===== src/rtl/fsm_rr_arbiter_pkg.sv =====
// Shared types and reset constants for the round-robin arbiter.
// The FSM state encoding lives here so future arbiters can reuse it.
package arb_pkg;

   typedef enum logic [1:0] {IDLE, GRANT, RELEASE} arb_state_t;

   localparam int unsigned PTR_RST   = 0;
   localparam int unsigned OWNER_RST = 0;

endpackage


===== src/rtl/fsm_rr_arbiter_if.sv =====
// Request/grant bundle between the requesting FSMs and the arbiter.
// The master side drives requests; the slave side is the arbiter.
interface fsm_rr_arbiter_if #(
   parameter int N_REQ = 4
) ();

   localparam int IDW = $clog2(N_REQ);

   logic [N_REQ-1:0] req;
   logic             done;
   logic [N_REQ-1:0] gnt;
   logic             gnt_valid;
   logic [IDW-1:0]   gnt_id;
   logic             gnt_start;
   logic             timeout;

   modport master (
      output req, done,
      input  gnt, gnt_valid, gnt_id, gnt_start, timeout
   );

   modport slave (
      input  req, done,
      output gnt, gnt_valid, gnt_id, gnt_start, timeout
   );

endinterface


===== src/rtl/fsm_rr_arbiter_rr_pick.sv =====
// Circular priority encoder: first set request at or after ptr.
// Purely combinational; reusable by other arbiters.
module rr_pick #(
   parameter  int N_REQ = 4,
   localparam int IDW   = $clog2(N_REQ)
) (
   input  logic [N_REQ-1:0] req,
   input  logic [IDW-1:0]   ptr,
   output logic [IDW-1:0]   winner,
   output logic             any
);

   int             w_sum;
   logic [IDW-1:0] w_idx;

   // Scan from the farthest offset down so the nearest hit wins last.
   always_comb begin
      winner = '0;
      w_sum  = 0;
      w_idx  = '0;
      for (int i = N_REQ - 1; i >= 0; i--) begin
         w_sum = int'(ptr) + i;
         if (w_sum >= N_REQ) w_sum = w_sum - N_REQ;
         w_idx = IDW'(w_sum);
         if (req[w_idx]) winner = w_idx;
      end
   end

   assign any = |req;

endmodule


===== src/rtl/fsm_rr_arbiter.sv =====
// Round-robin arbiter FSM with Moore grant and Mealy start/timeout
// pulses; a hold counter forces release after MAX_HOLD cycles.
module fsm_rr_arbiter
   import arb_pkg::*;
#(
   parameter int N_REQ    = 4,
   parameter int MAX_HOLD = 8
) (
   input logic             clk,
   input logic             reset,
   fsm_rr_arbiter_if.slave arb
);

   localparam int IDW = $clog2(N_REQ);
   localparam int CW  = $clog2(MAX_HOLD + 1);

   arb_state_t     r_state, w_state_nxt;
   logic [IDW-1:0] r_owner, w_owner_nxt;
   logic [IDW-1:0] r_ptr, w_ptr_nxt;
   logic [CW-1:0]  r_hold_cnt, w_hold_nxt;

   logic [IDW-1:0]   w_win;
   logic             w_any;
   logic             w_last;
   logic             w_req_own;
   logic             w_end;
   logic [N_REQ-1:0] w_gnt;
   logic [IDW-1:0]   w_gnt_id;
   logic             w_gnt_start;
   logic             w_timeout;

   rr_pick #(.N_REQ(N_REQ)) u_pick (
      .req    (arb.req),
      .ptr    (r_ptr),
      .winner (w_win),
      .any    (w_any)
   );

   assign w_last    = (r_hold_cnt == CW'(MAX_HOLD - 1));
   assign w_req_own = arb.req[r_owner];

   always_ff @(posedge clk or posedge reset) begin
      if (reset) begin
         r_state    <= IDLE;
         r_owner    <= IDW'(OWNER_RST);
         r_ptr      <= IDW'(PTR_RST);
         r_hold_cnt <= '0;
      end else begin
         r_state    <= w_state_nxt;
         r_owner    <= w_owner_nxt;
         r_ptr      <= w_ptr_nxt;
         r_hold_cnt <= w_hold_nxt;
      end
   end

   always_comb begin
      w_state_nxt = r_state;
      w_owner_nxt = r_owner;
      w_ptr_nxt   = r_ptr;
      w_hold_nxt  = r_hold_cnt;
      w_end       = 1'b0;
      w_gnt       = '0;
      w_gnt_id    = '0;
      w_gnt_start = 1'b0;
      w_timeout   = 1'b0;
      unique case (r_state)
         IDLE: begin
            if (w_any) begin
               w_gnt_start = 1'b1;
               w_state_nxt = GRANT;
               w_owner_nxt = w_win;
               w_hold_nxt  = '0;
            end
         end
         GRANT: begin
            w_gnt[r_owner] = 1'b1;
            w_gnt_id       = r_owner;
            w_hold_nxt     = r_hold_cnt + CW'(1);
            w_end          = arb.done | ~w_req_own | w_last;
            if (w_end) begin
               w_state_nxt = RELEASE;
               w_ptr_nxt   = (r_owner == IDW'(N_REQ - 1)) ?
                             '0 : r_owner + IDW'(1);
               // Timeout only when the hold limit is the sole cause.
               w_timeout   = w_last & ~arb.done & w_req_own;
            end
         end
         RELEASE: w_state_nxt = IDLE;
         default: w_state_nxt = IDLE;
      endcase
      // Mealy pulses must stay quiet while reset is held.
      if (reset) begin
         w_gnt_start = 1'b0;
         w_timeout   = 1'b0;
      end
   end

   assign arb.gnt       = w_gnt;
   assign arb.gnt_valid = |w_gnt;
   assign arb.gnt_id    = w_gnt_id;
   assign arb.gnt_start = w_gnt_start;
   assign arb.timeout   = w_timeout;

endmodule


===== src/flat_wrapper.sv =====
// flat-port wrapper written by rule: the top's interface ports become plain ports
module fsm_rr_arbiter_flat import arb_pkg::*;
#(
   parameter int N_REQ    = 4,
   parameter int MAX_HOLD = 8
)
  (clk, reset, arb_req, arb_done, arb_gnt, arb_gnt_valid, arb_gnt_id, arb_gnt_start, arb_timeout);
  fsm_rr_arbiter_if #(.N_REQ(N_REQ)) arb_i ();
  input logic clk;
  input logic reset;
  input wire logic [$bits(arb_i.req)-1:0] arb_req;
  input wire logic [$bits(arb_i.done)-1:0] arb_done;
  output wire logic [$bits(arb_i.gnt)-1:0] arb_gnt;
  output wire logic [$bits(arb_i.gnt_valid)-1:0] arb_gnt_valid;
  output wire logic [$bits(arb_i.gnt_id)-1:0] arb_gnt_id;
  output wire logic [$bits(arb_i.gnt_start)-1:0] arb_gnt_start;
  output wire logic [$bits(arb_i.timeout)-1:0] arb_timeout;
  assign arb_i.req = arb_req;
  assign arb_i.done = arb_done;
  assign arb_gnt = arb_i.gnt;
  assign arb_gnt_valid = arb_i.gnt_valid;
  assign arb_gnt_id = arb_i.gnt_id;
  assign arb_gnt_start = arb_i.gnt_start;
  assign arb_timeout = arb_i.timeout;
  fsm_rr_arbiter #(.N_REQ(N_REQ), .MAX_HOLD(MAX_HOLD)) u_core (.clk(clk), .reset(reset), .arb(arb_i));
endmodule

===== config.mk =====
export PLATFORM = sky130hd
export DESIGN_NAME = fsm_rr_arbiter_flat
export DESIGN_NICKNAME = d
export VERILOG_FILES = /design/src/rtl/fsm_rr_arbiter_pkg.sv /design/src/rtl/fsm_rr_arbiter_if.sv /design/src/rtl/fsm_rr_arbiter_rr_pick.sv /design/src/rtl/fsm_rr_arbiter.sv /design/src/flat_wrapper.sv
export SDC_FILE = /design/constraint.sdc
export NUM_CORES = 1
export LEC_CHECK = 0
export CORE_MARGIN = 5
export CORE_UTILIZATION = 35
export DETAILED_ROUTE_END_ITERATION = 8
export GPL_ROUTABILITY_DRIVEN = 0
export MAX_ROUTING_LAYER = met4
export PLACE_DENSITY = 0.57
export SYNTH_ARGS = -nofsm -noshare
export SYNTH_HDL_FRONTEND = slang
export SYNTH_SLANG_ARGS = --single-unit

===== constraint.sdc =====
create_clock -name clk -period 4.6 [get_ports clk]
set_clock_uncertainty 0.15 [all_clocks]
set_input_delay 0.46 -clock clk [delete_from_list [all_inputs] [get_ports clk]]
set_output_delay 0.46 -clock clk [all_outputs]
set_load 0.02 [all_outputs]

==> run_summary.xml, run 1 <==
<?xml version="1.0" encoding="UTF-8"?>
<metrics>
  <group name="die">
    <metric name="io_pins" unit="">16</metric>
    <metric name="core.rowCount" unit="">16</metric>
    <metric name="chipHeight" unit="µm">54.3</metric>
    <metric name="die_area" unit="mm²">0.00295</metric>
    <metric name="die-width" unit="µm">54.3</metric>
    <metric name="start_util" unit="">0.357</metric>
    <metric name="coreArea" unit="mm²">0.00192</metric>
  </group>
  <group name="critical_path">
    <metric name="path_buf_inv" unit="">2</metric>
    <metric name="timing_worst_setup_path_type" unit="">input pin to output pin</metric>
    <metric name="setup.worst_path.start_class" unit="">input pin</metric>
    <metric name="path_cells" unit="">clkdlybuf4s50_1 &gt; mux2i_1 &gt; o22ai_2 &gt; nand2_1 &gt; nor3_1 &gt; clkdlybuf4s50_1</metric>
    <metric name="path_delay_family" unit="">buffers and inverters</metric>
    <metric name="cp_data_required_time" unit="ns">3.99</metric>
    <metric name="end_kind" unit="">output pin</metric>
    <metric name="crit_slowest_cell" unit="">sky130_fd_sc_hd__clkdlybuf4s50_1</metric>
    <metric name="critical_path_peak_fanout" unit="">6</metric>
    <metric name="slowest_delay" unit="ns">0.64</metric>
    <metric name="crit_path_frequent_cell" unit="">sky130_fd_sc_hd__clkdlybuf4s50_1</metric>
    <metric name="worstPathArrival" unit="ns">2.31</metric>
  </group>
  <group name="power">
    <metric name="internal-power" unit="W">0.000319</metric>
    <metric name="tot_pwr" unit="W">0.000556</metric>
    <metric name="net_load_switching_power" unit="W">0.000237</metric>
    <metric name="vdd.ir_drop.worst" unit="µV">285</metric>
    <metric name="p_leak" unit="nW">0.391</metric>
    <metric name="clockPowerShare" unit="">0.145</metric>
    <metric name="sw_frac_of_total" unit="">0.426</metric>
    <metric name="power.density_cell_area" unit="mW/mm²">616</metric>
    <metric name="power.share.combinational" unit="">0.555</metric>
    <metric name="seq_power_share" unit="">0.301</metric>
  </group>
  <group name="cts">
    <metric name="cts.root.buffer_cell" unit="">sky130_fd_sc_hd__clkbuf_4</metric>
    <metric name="clkSinkCount" unit="">10</metric>
    <metric name="ctsHoldBuffers" unit="">0</metric>
    <metric name="clk_path_buf_depth" unit="">2</metric>
    <metric name="tritoncts.num_buffers" unit="">3</metric>
    <metric name="cts_htree_levels" unit="">1</metric>
    <metric name="worstSkewPairLatency" unit="ns">0.27</metric>
    <metric name="worst_setup_hold_path_clk_slew" unit="ns">0.07</metric>
    <metric name="cts_tree" unit="">done</metric>
    <metric name="cts_repair_resize_count" unit="">0</metric>
    <metric name="postCtsSetupBuffers" unit="">0</metric>
  </group>
  <group name="global_routing">
    <metric name="antenna_violations_before_repair" unit="">0</metric>
    <metric name="grt_pass1_wl" unit="mm">2.61</metric>
    <metric name="maximum_number_of_pins_on_one_net_before_global_route_repair" unit="">12</metric>
    <metric name="grt-ovfl-total" unit="">0</metric>
    <metric name="number_of_global_route_vias_before_repair" unit="">605</metric>
    <metric name="global_route.usage.total" unit="">0.129</metric>
  </group>
  <group name="placed_design">
    <metric name="dp.final_hpwl" unit="mm">1.17</metric>
    <metric name="io_buffer_count" unit="">15</metric>
    <metric name="placement.setup.worst_slack" unit="ns">1.69</metric>
    <metric name="place_inst" unit="">115</metric>
  </group>
  <group name="drt">
    <metric name="detail_route.wirelength" unit="mm">1.50</metric>
    <metric name="drt_iter0_markers" unit="">4</metric>
    <metric name="ant_nets" unit="">0</metric>
    <metric name="routed-via-count" unit="">572</metric>
    <metric name="vias_per_cell" unit="">4.81</metric>
    <metric name="drc_errors_left" unit="">0</metric>
    <metric name="drt_pass1_iterations" unit="">4</metric>
    <metric name="routed_length_per_instance" unit="µm">12.6</metric>
  </group>
  <group name="logic_synthesis">
    <metric name="synthCells" unit="">74</metric>
    <metric name="netlist_top_cells_area" unit="">sky130_fd_sc_hd__dfrtp_1 36%, sky130_fd_sc_hd__ha_1 9.1%, sky130_fd_sc_hd__mux2i_1 4.4%</metric>
    <metric name="yosys.cell_types.count" unit="">26</metric>
    <metric name="yosysTopAreaCellShare" unit="">0.364</metric>
    <metric name="synth_largest_area_cell" unit="">sky130_fd_sc_hd__dfrtp_1</metric>
    <metric name="synth_area" unit="µm²">687</metric>
    <metric name="ffs_latches_synth" unit="">10</metric>
    <metric name="async_flop_share" unit="">1.00</metric>
    <metric name="synth-seq-area-share" unit="">0.364</metric>
    <metric name="synthesis.yosys.warnings" unit="">0</metric>
    <metric name="ys.flop_type" unit="">sky130_fd_sc_hd__dfrtp_1</metric>
    <metric name="synth_nets" unit="">86</metric>
    <metric name="synth_edf_count" unit="">0</metric>
    <metric name="syn-mean-instance-area" unit="µm²">9.28</metric>
  </group>
  <group name="sta">
    <metric name="slew_violations" unit="">0</metric>
    <metric name="worst_slack" unit="ns">1.68</metric>
    <metric name="final_period_minus_worst_setup_slack" unit="ns">2.92</metric>
    <metric name="finalHoldViolations" unit="">0</metric>
    <metric name="timing.slew.headroom" unit="">0.604</metric>
    <metric name="maximum_achievable_frequency" unit="GHz">0.343</metric>
    <metric name="report.final.setup_viol" unit="">0</metric>
    <metric name="setup-tns-final" unit="ns">0</metric>
    <metric name="rsz0062_at_grt" unit="">false</metric>
    <metric name="min_period_over_period" unit="">0.634</metric>
    <metric name="tightestPinTransition" unit="ns">0.592</metric>
  </group>
  <group name="final_layout">
    <metric name="diodes" unit="">0</metric>
    <metric name="fin_util" unit="">0.470</metric>
    <metric name="nNetsFinal" unit="">105</metric>
    <metric name="finalNonFillerCells" unit="">119</metric>
    <metric name="register_area" unit="µm²">250</metric>
    <metric name="multi_input_comb_area" unit="µm²">418</metric>
    <metric name="post_route_cells_drive_above_1_share" unit="">0.109</metric>
    <metric name="filler_cell_count" unit="">202</metric>
    <metric name="layout_commonest_cell" unit="">sky130_fd_sc_hd__clkdlybuf4s50_1</metric>
    <metric name="layout-area-overhead-vs-synth" unit="%">31.5</metric>
    <metric name="most-common-layout-cells" unit="">15 x sky130_fd_sc_hd__clkdlybuf4s50_1, 10 x sky130_fd_sc_hd__dfrtp_1, 8 x sky130_fd_sc_hd__nor2_1</metric>
  </group>
  <group name="outcome">
    <metric name="status" unit="">completed</metric>
  </group>
  <group name="min_path">
    <metric name="hp-class" unit="">register to register</metric>
  </group>
  <group name="job">
    <metric name="cap_violations" unit="">0</metric>
  </group>
</metrics>
[path summary, 6_finish.rpt]
check	from	to	slack, ns	cells after the start
hold / removal	u_core.r_hold_cnt[2]$_DFFE_PP0P_	u_core.r_hold_cnt[2]$_DFFE_PP0P_	0.36	1
setup reg to reg	u_core.r_owner[1]$_DFFE_PP0P_	u_core.r_ptr[1]$_DFFE_PP0P_	2.91	4
max in group asynchronous	reset	u_core.r_ptr[1]$_DFFE_PP0P_	3.65	2
hold reg to reg	u_core.r_hold_cnt[2]$_DFFE_PP0P_	u_core.r_hold_cnt[2]$_DFFE_PP0P_	0.36	1
setup / recovery	arb_req[1]	arb_timeout	1.68	6
min in group asynchronous	reset	u_core.r_hold_cnt[3]$_DFFE_PP0P_	0.37	2
[power by group through the flow]
stage | registers, W | logic (W) | clock network, W
after floorplan | 0.000158 | 0.000219 | 0
after global placement | 0.000169 | 0.000310 | 0
after detailed placement | 0.000169 | 0.000313 | 0
after CTS | 0.000168 | 0.000314 | 0.0000822
after global routing | 0.000174 | 0.000347 | 0.0000888
final | 0.000167 | 0.000308 | 0.0000805
[cells in the mapped netlist (2+ instances only)]
cell type                  number
sky130_fd_sc_hd__dfrtp_1       10
sky130_fd_sc_hd__nor2_1         8
sky130_fd_sc_hd__nand2_1        7
sky130_fd_sc_hd__ha_1           5
sky130_fd_sc_hd__nand3_1        5
sky130_fd_sc_hd__o21ai_0        5
sky130_fd_sc_hd__and2_1         4
sky130_fd_sc_hd__inv_1          4
sky130_fd_sc_hd__nor2b_1        4
sky130_fd_sc_hd__mux2i_1        3
sky130_fd_sc_hd__a21oi_2        2
sky130_fd_sc_hd__mux2_4         2
sky130_fd_sc_hd__nand2b_1       2
[sequential cells by signal (all words and copies together), names as in the netlist]
register / cells
u_core.r_hold_cnt: 4
u_core.r_ptr: 2
u_core.r_state: 2
u_core.r_owner: 2
[layout make-up]
cell class / instances / share of cell area
multi-input combinational: 59 / 0.463
sequential: 10 / 0.277
timing repair buffer: 15 / 0.166
clock buffer: 4 / 0.0402
tap: 27 / 0.0374
inverter: 4 / 0.0166
[cells by family (layout without fill, tap and decap cells)]
kind of cell | count (synthesis) | count (layout) | synth area share
xor+xnor | 1 | 1 | 0.0128
mux | 5 | 5 | 0.0874
flops | 10 | 10 | 0.364
buf+inv | 5 | 23 | 0.0273
fa+ha+maj | 5 | 5 | 0.0911
compound gates | 14 | 14 | 0.171
simple gates | 34 | 34 | 0.246
[metrics by stage]
stage | instance area (µm²) | hold WS [ns]
finish | 903 | 0.365
global route | 903 | 0.400
CTS | 903 | 0.367
detailed placement | 867 | 0.358
global placement | 867 | 0.358
floorplan | 687 | 0.150
[metal layers]
layer / up-vias / track usage / part of all wire
met2: 16 / 0.219 / 0.48
met1: 262 / 0.140 / 0.44
met5: - / - / 0
met3: 4 / 0.0245 / 0.061
li1: 290 / - / -
met4: 0 / 0.0747 / 0.023
Power figures use the tool's default switching activity.
==> run 2: changes to the inputs <==
--- a/config.mk
+++ b/config.mk
@@ -10,7 +10,7 @@
 export DETAILED_ROUTE_END_ITERATION = 8
 export GPL_ROUTABILITY_DRIVEN = 0
 export MAX_ROUTING_LAYER = met4
-export PLACE_DENSITY = 0.57
+export PLACE_DENSITY = 0.6
 export SYNTH_ARGS = -nofsm -noshare
 export SYNTH_HDL_FRONTEND = slang
 export SYNTH_SLANG_ARGS = --single-unit
==> constraint.sdc (replaced) <==
create_clock -name clk -period 2.4 [get_ports clk]
set_clock_uncertainty 0.15 [all_clocks]
set_input_delay 0.24 -clock clk [delete_from_list [all_inputs] [get_ports clk]]
set_output_delay 0.24 -clock clk [all_outputs]
set_load 0.02 [all_outputs]
==> run_summary.xml, run 2 (synthesis results as in run 1) <==
<?xml version="1.0" encoding="UTF-8"?>
<metrics>
  <group name="sta">
    <metric name="slew_violations" unit="">0</metric>
    <metric name="finalHoldViolations" unit="">0</metric>
    <metric name="report.final.setup_viol" unit="">0</metric>
    <metric name="rsz0062_at_grt" unit="">false</metric>
    <metric name="final_period_minus_worst_setup_slack" unit="ns">2.20</metric>
    <metric name="setup-tns-final" unit="ns">0</metric>
    <metric name="maximum_achievable_frequency" unit="GHz">0.454</metric>
    <metric name="timing.slew.headroom" unit="">0.718</metric>
    <metric name="min_period_over_period" unit="">0.919</metric>
    <metric name="tightestPinTransition" unit="ns">0.423</metric>
    <metric name="worst_slack" unit="ns">0.195</metric>
    <metric name="worst_hold_slack" unit="ns">0.155</metric>
  </group>
  <group name="die">
    <metric name="chipHeight" unit="µm">54.3</metric>
    <metric name="die_area" unit="mm²">0.00295</metric>
    <metric name="start_util" unit="">0.357</metric>
    <metric name="coreArea" unit="mm²">0.00192</metric>
    <metric name="core.rowCount" unit="">16</metric>
    <metric name="io_pins" unit="">16</metric>
    <metric name="die-width" unit="µm">54.3</metric>
  </group>
  <group name="global_routing">
    <metric name="antenna_violations_before_repair" unit="">0</metric>
    <metric name="grt-ovfl-total" unit="">0</metric>
    <metric name="maximum_number_of_pins_on_one_net_before_global_route_repair" unit="">12</metric>
    <metric name="number_of_global_route_vias_before_repair" unit="">609</metric>
    <metric name="global_route.usage.total" unit="">0.134</metric>
    <metric name="grt_pass1_wl" unit="mm">2.72</metric>
  </group>
  <group name="critical_path">
    <metric name="crit_path_frequent_cell" unit="">sky130_fd_sc_hd__clkdlybuf4s50_1</metric>
    <metric name="worst_r2r_startpoint" unit="">u_core.r_owner[1]$_DFFE_PP0P_</metric>
    <metric name="timing_worst_setup_path_type" unit="">input pin to output pin</metric>
    <metric name="worstPathArrival" unit="ns">1.81</metric>
    <metric name="slowest_delay" unit="ns">0.54</metric>
    <metric name="setup.worst_path.start_class" unit="">input pin</metric>
    <metric name="path_delay_family" unit="">buffers and inverters</metric>
    <metric name="path_buf_inv" unit="">3</metric>
    <metric name="path_cells" unit="">clkdlybuf4s50_1 &gt; buf_4 &gt; o41ai_4 &gt; nor2_1 &gt; clkdlybuf4s50_1</metric>
    <metric name="critical_path_peak_fanout" unit="">5</metric>
    <metric name="cp_data_required_time" unit="ns">2.01</metric>
    <metric name="timing.reg2reg.worst_path_depth" unit="">5</metric>
    <metric name="r2r_slack" unit="ns">0.67</metric>
    <metric name="timing.rr.end" unit="">u_core.r_ptr[0]$_DFFE_PP0P_</metric>
    <metric name="end_kind" unit="">output pin</metric>
    <metric name="crit_slowest_cell" unit="">sky130_fd_sc_hd__clkdlybuf4s50_1</metric>
  </group>
  <group name="final_layout">
    <metric name="diodes" unit="">0</metric>
    <metric name="register_area" unit="µm²">253</metric>
    <metric name="layout-area-overhead-vs-synth" unit="%">39.7</metric>
    <metric name="nNetsFinal" unit="">112</metric>
    <metric name="finalNonFillerCells" unit="">126</metric>
    <metric name="largest_register_by_flop_count" unit="">u_core.r_hold_cnt</metric>
    <metric name="filler_cell_count" unit="">184</metric>
    <metric name="post_route_cells_drive_above_1_share" unit="">0.192</metric>
    <metric name="most-common-layout-cells" unit="">13 x sky130_fd_sc_hd__clkdlybuf4s50_1, 8 x sky130_fd_sc_hd__nor2_1, 8 x sky130_fd_sc_hd__dfrtp_1</metric>
    <metric name="layout_commonest_cell" unit="">sky130_fd_sc_hd__clkdlybuf4s50_1</metric>
    <metric name="multi_input_comb_area" unit="µm²">418</metric>
    <metric name="largest_reg_flops" unit="">4</metric>
  </group>
  <group name="drt">
    <metric name="routed-via-count" unit="">608</metric>
    <metric name="vias_per_cell" unit="">4.83</metric>
    <metric name="ant_nets" unit="">0</metric>
    <metric name="drt_iter0_markers" unit="">15</metric>
    <metric name="drc_errors_left" unit="">0</metric>
    <metric name="detail_route.wirelength" unit="mm">1.56</metric>
    <metric name="drt_pass1_iterations" unit="">4</metric>
    <metric name="routed_length_per_instance" unit="µm">12.4</metric>
  </group>
  <group name="cts">
    <metric name="cts_tree" unit="">done</metric>
    <metric name="clkSinkCount" unit="">10</metric>
    <metric name="cts_htree_levels" unit="">1</metric>
    <metric name="cts.root.buffer_cell" unit="">sky130_fd_sc_hd__clkbuf_4</metric>
    <metric name="worstSkewPairLatency" unit="ns">0.26</metric>
    <metric name="worst_setup_hold_path_clk_slew" unit="ns">0.07</metric>
    <metric name="tritoncts.num_buffers" unit="">3</metric>
    <metric name="clk_path_buf_depth" unit="">2</metric>
    <metric name="postCtsSetupBuffers" unit="">0</metric>
  </group>
  <group name="job">
    <metric name="cap_violations" unit="">0</metric>
  </group>
  <group name="placed_design">
    <metric name="place_inst" unit="">122</metric>
    <metric name="io_buffer_count" unit="">15</metric>
    <metric name="dp.final_hpwl" unit="mm">1.21</metric>
    <metric name="placement.setup.worst_slack" unit="ns">0.155</metric>
  </group>
  <group name="power">
    <metric name="p_leak" unit="nW">0.441</metric>
    <metric name="power.density_cell_area" unit="mW/mm²">1160</metric>
    <metric name="vdd.ir_drop.worst" unit="µV">643</metric>
  </group>
  <group name="outcome">
    <metric name="status" unit="">completed</metric>
  </group>
  <group name="min_path">
    <metric name="hp-class" unit="">input pin to asynchronous set/reset pin</metric>
  </group>
</metrics>
run 2: worst max-delay path by stage:
| stage | startpoint | endpoint | slack (ns) | cells after the start |
|---|---|---|---|---|
| after floorplan | u_core.r_owner[0]$_DFFE_PP0P_ | arb_timeout | 0.66 | 4 |
| after global placement | arb_done | arb_timeout | 0.13 | 6 |
| final | arb_req[1] | arb_gnt_start | 0.20 | 5 |
| after global routing | u_core.r_state[0]$_DFFE_PP0P_ | arb_gnt[1] | 0.06 | 3 |
| after CTS | u_core.r_owner[0]$_DFFE_PP0P_ | arb_gnt_valid | 0.04 | 5 |
| after detailed placement | arb_done | arb_timeout | 0.15 | 6 |
run 2: layout make-up:
| cell class | count | share of cell area |
|---|---|---|
| sequential | 10 | 0.263 |
| tap | 27 | 0.0352 |
| clock buffer | 4 | 0.0378 |
| timing repair buffer | 22 | 0.213 |
| inverter | 4 | 0.0156 |
| multi-input combinational | 59 | 0.435 |
run 2: power by group:
group          switching [W]  internal (W)  total [W]
Combinational       0.000326      0.000311   0.000637
Clock              0.0000576     0.0000921   0.000150
Sequential         0.0000809      0.000244   0.000325
Total               0.000465      0.000647    0.00111
run 2: through the flow:
| step | total power (W) | utilization | area [µm²] |
|---|---|---|---|
| after floorplan | 0.000723 | - | 687 |
| after global placement | 0.000957 | 0.479 | 920 |
| after detailed placement | 0.000965 | 0.479 | 920 |
| after CTS | 0.00112 | 0.497 | 955 |
| after global routing | 0.00121 | 0.499 | 960 |
| final | 0.00111 | 0.499 | 960 |
run 2: per-layer routing:
| metal | GRT usage | up-vias | part of all wire |
|---|---|---|---|
| met1 | 0.159 | 282 | 0.47 |
| met5 | - | - | 0 |
| met2 | 0.211 | 15 | 0.47 |
| met3 | 0.0436 | 2 | 0.050 |
| met4 | 0.0498 | 0 | 0.0096 |
| li1 | - | 309 | - |
run 2: what timing repair did:
| item | CTS | global route |
|---|---|---|
| gates resized for setup | 1 | 3 |
| hold buffers | 0 | 0 |
| cloned | 0 | 0 |
| setup endpoints to repair | 1 | 1 |
